File: config.mk
export PLATFORM = sky130hd
export DESIGN_NAME = aes_ctr_block_gen_flat
export DESIGN_NICKNAME = d
export VERILOG_FILES = /design/src/rtl/aes_ctr_block_gen_if.sv /design/src/rtl/aes_ctr_block_gen.sv /design/src/flat_wrapper.sv
export SDC_FILE = /design/constraint.sdc
export NUM_CORES = 1
export LEC_CHECK = 0
export ABC_AREA = 1
export BUFFER_PORTS_ARGS = -buffer_cell sky130_fd_sc_hd__buf_2
export CORE_AREA = 2 2 216 218
export CTS_CLUSTER_DIAMETER = 120
export CTS_CLUSTER_SIZE = 20
export DETAILED_ROUTE_END_ITERATION = 7
export DIE_AREA = 0 0 218 220
export GPL_TIMING_DRIVEN = 0
export PLACE_DENSITY = 0.65
export SYNTH_ARGS = -nofsm -noshare
export SYNTH_HDL_FRONTEND = slang
export SYNTH_SLANG_ARGS = --single-unit
File: constraint.sdc
create_clock -name clk -period 1.8 [get_ports clk]
set_clock_uncertainty 0.15 [all_clocks]
set_input_delay 0.36 -clock clk [delete_from_list [all_inputs] [get_ports clk]]
set_output_delay 0.36 -clock clk [all_outputs]
set_load 0.03 [all_outputs]
File: src/rtl/aes_ctr_block_gen_if.sv
// Bundle of the control, job parameters and encryptor-facing signals for aes_ctr_block_gen.
// The slave modport is the generator side; the master modport is the job issuer and encryptor side.
interface aes_ctr_block_gen_if #(
  parameter int CNT_W = 32
);
  logic             start;
  logic [95:0]      nonce;
  logic [127:0]     key_in;
  logic [31:0]      init_ctr;
  logic [CNT_W-1:0] num_blocks;
  logic             pause;
  logic [127:0]     blk_out;
  logic [127:0]     key_out;
  logic             issue;
  logic             ks_valid;
  logic             busy;
  logic             done;

  modport slave (
    input  start, nonce, key_in, init_ctr, num_blocks, pause,
    output blk_out, key_out, issue, ks_valid, busy, done
  );

  modport master (
    output start, nonce, key_in, init_ctr, num_blocks, pause,
    input  blk_out, key_out, issue, ks_valid, busy, done
  );
endinterface

File: src/rtl/aes_ctr_block_gen.sv
// CTR-mode counter block generator feeding a pipelined AES core, with a delay line
// matched to the core latency that marks which core output cycles carry keystream.
module aes_ctr_block_gen #(
  parameter int LATENCY = 12,
  parameter int CNT_W   = 32
) (
  input logic                clk,
  input logic                rst_n,
  aes_ctr_block_gen_if.slave bus
);
  typedef enum logic [1:0] {S_IDLE, S_RUN, S_DRAIN} state_t;

  state_t             r_state;
  logic [95:0]        r_nonce;
  logic [127:0]       r_key;
  logic [127:0]       r_blk;
  logic [31:0]        r_ctr;
  logic [CNT_W-1:0]   r_rem;
  logic               r_issue;
  logic               r_busy;
  logic               r_done;
  logic [LATENCY-1:0] r_dly;
  logic [LATENCY-1:0] w_dly_next;

  // Looking at the next delay-line value lets done rise on the same edge the last ks_valid falls.
  assign w_dly_next = (r_dly << 1) | LATENCY'(r_issue);

  always_ff @(posedge clk or negedge rst_n) begin
    if (!rst_n) begin
      r_state <= S_IDLE;
      r_nonce <= '0;
      r_key   <= '0;
      r_blk   <= '0;
      r_ctr   <= '0;
      r_rem   <= '0;
      r_issue <= 1'b0;
      r_busy  <= 1'b0;
      r_done  <= 1'b0;
      r_dly   <= '0;
    end else begin
      r_dly  <= w_dly_next;
      r_done <= 1'b0;
      case (r_state)
        S_IDLE: begin
          r_issue <= 1'b0;
          if (bus.start) begin
            r_nonce <= bus.nonce;
            r_key   <= bus.key_in;
            r_ctr   <= bus.init_ctr;
            r_rem   <= bus.num_blocks;
            if (bus.num_blocks != '0) begin
              r_state <= S_RUN;
              r_busy  <= 1'b1;
            end else begin
              r_done <= 1'b1;
            end
          end
        end
        S_RUN: begin
          if (!bus.pause) begin
            r_blk   <= {r_nonce, r_ctr};
            r_issue <= 1'b1;
            r_ctr   <= r_ctr + 32'd1;
            r_rem   <= r_rem - CNT_W'(1);
            if (r_rem == CNT_W'(1)) begin
              r_state <= S_DRAIN;
            end
          end else begin
            r_issue <= 1'b0;
          end
        end
        S_DRAIN: begin
          r_issue <= 1'b0;
          if (w_dly_next == '0) begin
            r_done  <= 1'b1;
            r_busy  <= 1'b0;
            r_state <= S_IDLE;
          end
        end
        default: begin
          r_state <= S_IDLE;
          r_busy  <= 1'b0;
          r_issue <= 1'b0;
        end
      endcase
    end
  end

  assign bus.blk_out  = r_blk;
  assign bus.key_out  = r_key;
  assign bus.issue    = r_issue;
  assign bus.ks_valid = r_dly[LATENCY-1];
  assign bus.busy     = r_busy;
  assign bus.done     = r_done;
endmodule

File: src/flat_wrapper.sv
// flat-port wrapper written by rule: the top's interface ports become plain ports
module aes_ctr_block_gen_flat 
#(
  parameter int LATENCY = 12,
  parameter int CNT_W   = 32
)
  (clk, rst_n, bus_start, bus_nonce, bus_key_in, bus_init_ctr, bus_num_blocks, bus_pause, bus_blk_out, bus_key_out, bus_issue, bus_ks_valid, bus_busy, bus_done);
  aes_ctr_block_gen_if #(.CNT_W(CNT_W)) bus_i ();
  input logic clk;
  input logic rst_n;
  input wire logic [$bits(bus_i.start)-1:0] bus_start;
  input wire logic [$bits(bus_i.nonce)-1:0] bus_nonce;
  input wire logic [$bits(bus_i.key_in)-1:0] bus_key_in;
  input wire logic [$bits(bus_i.init_ctr)-1:0] bus_init_ctr;
  input wire logic [$bits(bus_i.num_blocks)-1:0] bus_num_blocks;
  input wire logic [$bits(bus_i.pause)-1:0] bus_pause;
  output wire logic [$bits(bus_i.blk_out)-1:0] bus_blk_out;
  output wire logic [$bits(bus_i.key_out)-1:0] bus_key_out;
  output wire logic [$bits(bus_i.issue)-1:0] bus_issue;
  output wire logic [$bits(bus_i.ks_valid)-1:0] bus_ks_valid;
  output wire logic [$bits(bus_i.busy)-1:0] bus_busy;
  output wire logic [$bits(bus_i.done)-1:0] bus_done;
  assign bus_i.start = bus_start;
  assign bus_i.nonce = bus_nonce;
  assign bus_i.key_in = bus_key_in;
  assign bus_i.init_ctr = bus_init_ctr;
  assign bus_i.num_blocks = bus_num_blocks;
  assign bus_i.pause = bus_pause;
  assign bus_blk_out = bus_i.blk_out;
  assign bus_key_out = bus_i.key_out;
  assign bus_issue = bus_i.issue;
  assign bus_ks_valid = bus_i.ks_valid;
  assign bus_busy = bus_i.busy;
  assign bus_done = bus_i.done;
  aes_ctr_block_gen #(.LATENCY(LATENCY), .CNT_W(CNT_W)) u_core (.clk(clk), .rst_n(rst_n), .bus(bus_i));
endmodule
; Word level (Yosys, flattened, before mapping)
; Cells that the tools add are included.
[totals]
regBits = 433
input_bits = 292
out_inout_bits = 260
word_cells = 54
[op_classes]
addsub = 2
eq_ne = 8
n_mux = 22
bitwise_logic = 3
n_reduce_logical = 9
[op_table]
columns = operator, count
row1 = 32-bit two-way mux, 4
row2 = 32-bit case mux with 2 select lines, 2
row3 = 32-bit by 1-bit adder with 32-bit output (second input constant), 1
row4 = 32-bit by 1-bit equality test with 1-bit output (second input constant), 1
row5 = 32-bit nonzero test, 1
row6 = 32-bit by 1-bit subtractor with 32-bit output (second input constant), 1
row7 = 12-bit zero test, 1
row8 = 12-bit by 1-bit bitwise OR with 12-bit output, 1
row9 = 2-bit two-way mux, 5
row10 = 1-bit two-way mux, 8
row11 = 2-bit by 1-bit inequality test with 1-bit output (second input constant), 3
row12 = 2-bit case mux with 3 select lines, 1
row13 = 5-bit AND reduction, 1
row14 = 2-bit inequality test (second input constant), 2
row15 = 2-bit AND reduction, 2
row16 = 4-bit AND reduction, 1
row17 = 1-bit case mux with 3 select lines, 1
row18 = 3-bit AND reduction, 1
row19 = 2-bit by 1-bit equality test with 1-bit output (second input constant), 1
row20 = 2-bit equality test (second input constant), 1
row21 = 2-bit zero test, 1
row22 = 1-bit NOT, 2
row23 = 1-bit case mux with 2 select lines, 1
row24 = 2-bit nonzero test, 1

; Longest topological paths before layout
; Gate-level depths: netlist of run 1.
[logic_depth]
word_depth = 4
mapped_depth = 11

; Worst setup path before layout of run 1
; No wires, ideal clock.
[synth_path]
kind = reg2reg
from = register u_core.r_rem[0]
to = register u_core.r_rem[20]
arrival_time_ps = 1372
required_ps = 1537
path_slack_ps = 165
stages_incl_launch_ff = 12
path_buffers = 0
period_less_slack_ps = 1635
cell_sequence = dfrtp_1 inv_1 ha_1 nand2_1 nor2_4 nand2_2 nor2_1 nand2_1 nand2_1 nand2_1 nand2_1 inv_1
[synth_via]
elab_chain_cells = 3
[synth_rtl]
columns = element, line
row1 = start: declaration, aes_ctr_block_gen.sv:18  ; logic [CNT_W-1:0] r_rem;
row2 = start signal: assignment, aes_ctr_block_gen.sv:50  ; r_rem <= bus.num_blocks;
row3 = start signal: assignment, aes_ctr_block_gen.sv:64  ; r_rem <= r_rem - CNT_W'(1);
row4 = 32-bit by 1-bit subtractor with 32-bit output, aes_ctr_block_gen.sv:64
row5 = 32-bit two-way mux, aes_ctr_block_gen.sv:60  ; if (!bus.pause) begin
row6 = 32-bit case mux with 2 select lines, aes_ctr_block_gen.sv:43  ; case (r_state)
; Every way passes these cells. The select of a mux whose other input is x is not followed.
; A chain may end at the register's enable or synchronous reset.

; Final worst setup path of run 1
[layout_path]
from = register u_core.r_state[1]
to = register u_core.r_rem[10]
[layout_via]
elab_chain_cells = 3
[layout_rtl]
columns = element, line
row1 = start: declaration, aes_ctr_block_gen.sv:13  ; state_t r_state;
row2 = start signal: assignment, aes_ctr_block_gen.sv:30  ; r_state <= S_IDLE;
row3 = start signal: assignment, aes_ctr_block_gen.sv:52  ; r_state <= S_RUN;
row4 = start signal: assignment, aes_ctr_block_gen.sv:66  ; r_state <= S_DRAIN;
row5 = 2-bit by 1-bit equality test with 1-bit output / 2-bit zero test (equally long branches), aes_ctr_block_gen.sv:43
row6 = 2-bit inequality test (no source line) / 2-bit nonzero test (equally long branches), n/a
row7 = 3-bit AND reduction (no source line), n/a
; Parallel ways exist; a longest one is shown, timed or not.

==> results.py, run 1 <==
metrics = {
    "cts": {
        "cts_tree": "done",
        "clk_path_buf_depth": 3,
        "htreeDepth": 1,
        "cts_hold_buf": 259,
        "insertion_delay_ps": 580,
        "clkTransAtPathRegs_ps": 100,
        "root_buffer": "clkbuf_16",
        "cts_sinks": 433,
        "cts_buffers": 25,
    },
    "sta": {
        "hold_violations": 93,
        "tightest_slew_ps": 659,
        "slew_viol_final": 0,
        "holdWs_ps": -478,
        "rsz0062_at_grt": "yes",
        "fmax_mhz": 542,
        "setup_violations": 6,
        "setup_slack_ps": -44.4,
        "slew-limit-headroom": 0.561,
        "fin_crit_sh": 1.02,
        "period_needed_ps": 1840,
    },
    "global_routing": {
        "grt_usage": 0.273,
        "antenna_found_initial": 3,
        "overflow": 0,
        "grt_pass1_vias": 18422,
        "grt_max_degree": 127,
        "grt_pass1_wl_um": 102000,
    },
    "worst_setup_path": {
        "regToRegSetupSlack_ps": -40,
        "crit_required_ps": 2180,
        "cp_slowest_stage_delay_ps": 450,
        "crit_path_cell_trace": "nor2_4 > nand2_4 > nand2_4 > inv_2 > buf_6 > a21oi_4 > o21ai_0 > nand2_1",
        "critPathCaptureType": "flop",
        "crit_type": "reg2reg",
        "crit_path_max_fanout": 10,
        "critPathBufInv": 2,
        "cp_common_cell": "nand2_4",
        "start_kind": "flop",
        "cp.arrival_ps": 2220,
        "cpLargestDelayFamily": "simple AND/OR/NAND/NOR gates",
        "crit_slowest_cell": "dfrtp_2",
    },
    "synthesis": {
        "synth_seq_cells": 433,
        "yosys.cell_types.count": 30,
        "synth_area_mm2": 0.0186,
        "syn_avg_cell_area_um2": 8.00,
        "seq_area_frac_synth": 0.583,
        "syn_inst": 2324,
        "yosysWarnings": 0,
        "synth_nets": 2619,
    },
    "detailed_routing": {
        "wirelength_um": 67500,
        "route.vias.total": 18666,
        "drc": 0,
        "first_pass_iters": 6,
        "drt-initial-drc-count": 1439,
        "vias_per_cell": 4.93,
        "drtAntennaViolNets": 0,
        "avgRoutedWirePerCell_um": 17.8,
    },
    "placement": {
        "dp.cells": 3485,
        "place_congestion": 0.941,
        "hpwl_um": 49000,
        "io_buffers": 551,
    },
    "die": {
        "pin_count": 552,
        "die_y_um": 220,
        "core_area_mm2": 0.0459,
        "row_count": 79,
        "die_w_um": 218,
        "die_area_mm2": 0.0480,
        "start_util": 0.405,
    },
    "hold_path": {
        "hold_path_class": "in2async",
    },
    "layout": {
        "fin_nets": 3473,
        "layout-drive-gt1-share": 0.243,
        "layout.cells.most_common_list": "nand2_1 (1159), buf_2 (569), dfrtp_1 (423)",
        "syn_to_final_growth_pct": 40.5,
        "layout_commonest_cell": "nand2_1",
        "finalNonFillerCells": 3788,
    },
    "run_status": {
        "failed_checks": "hold timing, setup timing",
        "status": "complete, but fails checks",
    },
    "power_and_ir_drop": {
        "irDropWorstVdd_v": 0.000967,
        "power_density_mw_per_mm2": 1320,
        "p_leak_nw": 14.0,
    },
    "run": {
        "maxCapViolCount": 0,
    },
}
## worst reg2reg max path: cells and delay by family, from the launching register on
family / cells / cell delay [ps]
AND/OR/NAND/NOR: 4 / 600
flip-flops: 1 / 450
buffers and inverters: 2 / 300
AO/OA/AOI/OAI: 2 / 290
## sequential cells by signal, summed over array words and instances, names as in the netlist
register            cells
u_core.bus.issue        1
u_core.bus.done         1
u_core.r_dly           12
u_core.r_state          2
u_core.bus.busy         1
u_core.bus.key_out    128
u_core.r_rem           32
u_core.r_nonce         96
u_core.bus.blk_out    128
u_core.r_ctr           32
## per-stage QoR
| step | power [mW] | instance area (um^2) | TNS (ps) | util | setup slack, ps |
|---|---|---|---|---|---|
| 4_1_cts | 34.3 | 25800 | -68.4 | 0.562 | -23.7 |
| 3_3_place_gp | 27.5 | 22100 | -3702190 | 0.482 | -8520 |
| 3_5_place_dp | 27.8 | 22200 | -90610 | 0.484 | -463 |
| 6_report | 34.6 | 26100 | -62.9 | 0.569 | -44.4 |
| 2_1_floorplan | 23.0 | 18600 | 0 | - | 165 |
| 5_1_grt | 36.6 | 26100 | -2660 | 0.569 | -93.2 |
## path summary, 6_finish.rpt
| path | start | depth (start not counted) | end |
|---|---|---|---|
| worst max register to register | u_core.r_state[1] | 8 | u_core.r_rem[10] |
| max in group asynchronous | rst_n | 3 | u_core.bus.key_out[77] |
| worst max-delay path | u_core.r_state[1] | 8 | u_core.r_rem[10] |
| worst min register to register | u_core.r_dly[7] | 0 | u_core.r_dly[8] |
| worst min-delay path | rst_n | 1 | u_core.r_rem[20] |
| min in group clk | bus_init_ctr[11] | 3 | u_core.r_ctr[11] |
## power by group
part / internal [mW] / switching, mW
clock network: 2.49 / 3.23
logic: 4.30 / 9.35
registers: 12.9 / 2.29
## layer usage
metal	vias to the layer above	global-route usage	wire length [um]
met5	-	0	0
met4	0	0.0937	2520
met3	142	0.0484	4820
met2	749	0.457	32300
met1	8927	0.359	27900
li1	8848	-	-
## logic make-up (layout without fill, tap and decap cells)
logic type	after synthesis	after routing	share of synthesized area
other cells	0	3	0
fa+ha+maj	3	3	0.00202
xor+xnor	10	10	0.00471
compound gates	199	199	0.0557
flops	433	433	0.583
buf+inv	229	1083	0.0533
simple gates	1450	1450	0.301
## synthesized netlist by cell type, drive strengths merged
cell	n	area, um^2
nand2	1169	4400
dfrtp	433	10800
nor2	203	797
o21ai	148	741
inv	125	469
buf	70	393
nand3	65	325
clkbuf	34	128
a21oi	31	155
nand4	10	62.6
xor2	9	78.8
o22ai	7	43.8
a22oi	3	22.5
a31oi	3	18.8
ha	3	37.5
o21bai	3	22.5
nor3	2	10.0
o31ai	2	15.0
a32oi	1	8.76
nor3b	1	7.51
o211ai	1	7.51
xnor2	1	8.76
## timing repair
item,CTS,global route
gates resized for setup,97,130
gates cloned,1,0
pin swaps,2,9
endpoints found under the hold margin,346,87
buffers inserted,3,10
endpoints found under the setup margin,390,468
## cell type report
class                           instances  area, um^2
Fill cell                            4163       19800
Timing Repair Buffer                  827        5570
Antenna cell                            3        7.51
Buffer                                104         759
Clock buffer                           25         626
Multi-Input combinational cell       1662        7040
Sequential cell                       433       10800
Inverter                              125         475
Tap cell                              607         759
Clock inverter                          2        17.5
(Power assumes the default switching activity.)
==> run 2, diff against run 1 <==
Settings changed: SETUP_SLACK_MARGIN set to 0.2.
==> results.py, run 2 (synthesized netlist as in run 1, its figures left out) <==
metrics = {
    "power_and_ir_drop": {
        "clockPowerShare": 0.154,
        "seqPwrFrac": 0.410,
        "netSwitchingFraction": 0.431,
        "power_mw": 37.8,
        "p_comb_frac": 0.435,
        "power_density_mw_per_mm2": 1280,
        "p_leak_nw": 15.4,
        "p_switching_mw": 16.3,
        "irDropWorstVdd_v": 0.000980,
        "internal_power_mw": 21.5,
    },
    "worst_setup_path": {
        "cpLargestDelayFamily": "flip-flops",
        "crit_slowest_cell": "dfrtp_1",
        "crit_path_max_fanout": 2,
        "cp_slowest_stage_delay_ps": 430,
        "start_kind": "flop",
        "crit_type": "reg2out",
        "cp.arrival_ps": 1240,
        "critPathCaptureType": "primary output",
        "crit_required_ps": 1290,
        "crit_path_cell_trace": "buf_2",
        "critPathBufInv": 1,
    },
    "sta": {
        "hold_violations": 93,
        "setup_violations": 0,
        "fin_crit_sh": 0.972,
        "fin_setup_tns_ps": 0,
        "slew_viol_final": 0,
        "setup_slack_ps": 50.5,
        "tightest_slew_ps": 624,
        "slew-limit-headroom": 0.584,
        "fmax_mhz": 572,
        "rsz0062_at_grt": "yes",
        "period_needed_ps": 1750,
        "holdWs_ps": -457,
    },
    "die": {
        "start_util": 0.405,
        "die_w_um": 218,
        "pin_count": 552,
        "die_area_mm2": 0.0480,
        "row_count": 79,
        "die_y_um": 220,
        "core_area_mm2": 0.0459,
    },
    "global_routing": {
        "grt_usage": 0.280,
        "overflow": 0,
        "grt_pass1_wl_um": 104000,
        "grt_max_degree": 118,
        "antenna_found_initial": 3,
        "grt_pass1_vias": 18794,
    },
    "detailed_routing": {
        "first_pass_iters": 5,
        "vias_per_cell": 5.04,
        "drc": 0,
        "avgRoutedWirePerCell_um": 19.1,
        "drtAntennaViolNets": 0,
        "route.vias.total": 19634,
        "drt-initial-drc-count": 1739,
        "wirelength_um": 74500,
    },
    "cts": {
        "root_buffer": "clkbuf_16",
        "clkTransAtPathRegs_ps": 90,
        "cts_buffers": 25,
        "htreeDepth": 1,
        "cts_sinks": 433,
        "insertion_delay_ps": 580,
        "clk_path_buf_depth": 3,
        "cts_tree": "done",
    },
    "layout": {
        "fin_nets": 3583,
        "layout-drive-gt1-share": 0.328,
        "fin_util": 0.642,
        "layout.cells.most_common_list": "nand2_1 (1055), buf_2 (510), dfrtp_1 (417)",
        "syn_to_final_growth_pct": 58.5,
        "layout_commonest_cell": "nand2_1",
        "finalNonFillerCells": 3897,
    },
    "placement": {
        "hpwl_um": 49300,
        "place_congestion": 0.919,
        "dpl_worst_slack_ps": -418,
        "dp.cells": 3486,
        "io_buffers": 551,
    },
    "hold_path": {
        "hold_path_class": "in2async",
    },
    "run_status": {
        "status": "complete, but fails checks",
        "failed_checks": "hold timing",
    },
    "run": {
        "maxCapViolCount": 0,
    },
}
[run 2: cell count changes in the layout (fill, tap and decap cells not counted), sizes merged, moves of 2 or more]
cell,change
buf,+99
clkbuf,+7
clkinv,+2
dlygate4sd3,+3
inv,-2
[run 2: final timing paths]
path / startpoint / endpoint / slack, ps / cells past startpoint
max reg2reg: u_core.r_state[1] / u_core.r_rem[11] / 60 / 9
min in group clk: bus_init_ctr[27] / u_core.r_ctr[27] / 0 / 5
max in group asynchronous: rst_n / u_core.r_nonce[76] / 580 / 4
max: u_core.bus.key_out[113] / bus_key_out[113] / 50 / 1
min: rst_n / u_core.r_rem[20] / -460 / 1
min reg2reg: u_core.r_dly[0] / u_core.r_dly[1] / 220 / 0
[run 2: routing by layer]
metal | vias up | global-route usage | share of wire
li1 | 9071 | - | -
met1 | 9530 | 0.362 | 0.41
met2 | 822 | 0.464 | 0.48
met3 | 209 | 0.0522 | 0.068
met4 | 2 | 0.117 | 0.044
met5 | - | 0 | 0.00017
[run 2: power by group through the flow]
stage | Clock [mW] | Combinational [mW] | Sequential [mW]
after CTS | 5.93 | 14.3 | 15.1
after detailed placement | 0 | 12.7 | 15.2
after floorplan | 0 | 4.41 | 18.6
final | 5.83 | 16.4 | 15.5
after global placement | 0 | 12.5 | 15.1
after global routing | 6.27 | 17.6 | 15.8
[run 2: layout make-up]
class / instances / area (um^2)
fillers: 3661 / 16400
flip-flops and latches: 433 / 10900
multi-input cells: 1662 / 7990
repair buffers: 938 / 7410
plain buffers: 103 / 1270
well taps: 607 / 759
clock buffers: 25 / 626
inverters: 125 / 517
clock inverters: 2 / 17.5
diodes: 2 / 5.00
[run 2: per-stage QoR]
step           instance area (um^2)  hold slack, ps
2_1_floorplan                 18600           -85.6
3_3_place_gp                  22100             208
3_5_place_dp                  22200             168
4_1_cts                       26900            -437
5_1_grt                       29500            -429
6_report                      29500            -457
[run 2: repair_timing]
item	CTS	global route
setup buffers	42	45
resized for setup	297	498
pin swaps	28	73
cloned	6	28
endpoints found under the setup margin	713	773
hold endpoints to repair	310	50
hold buffers	261	1
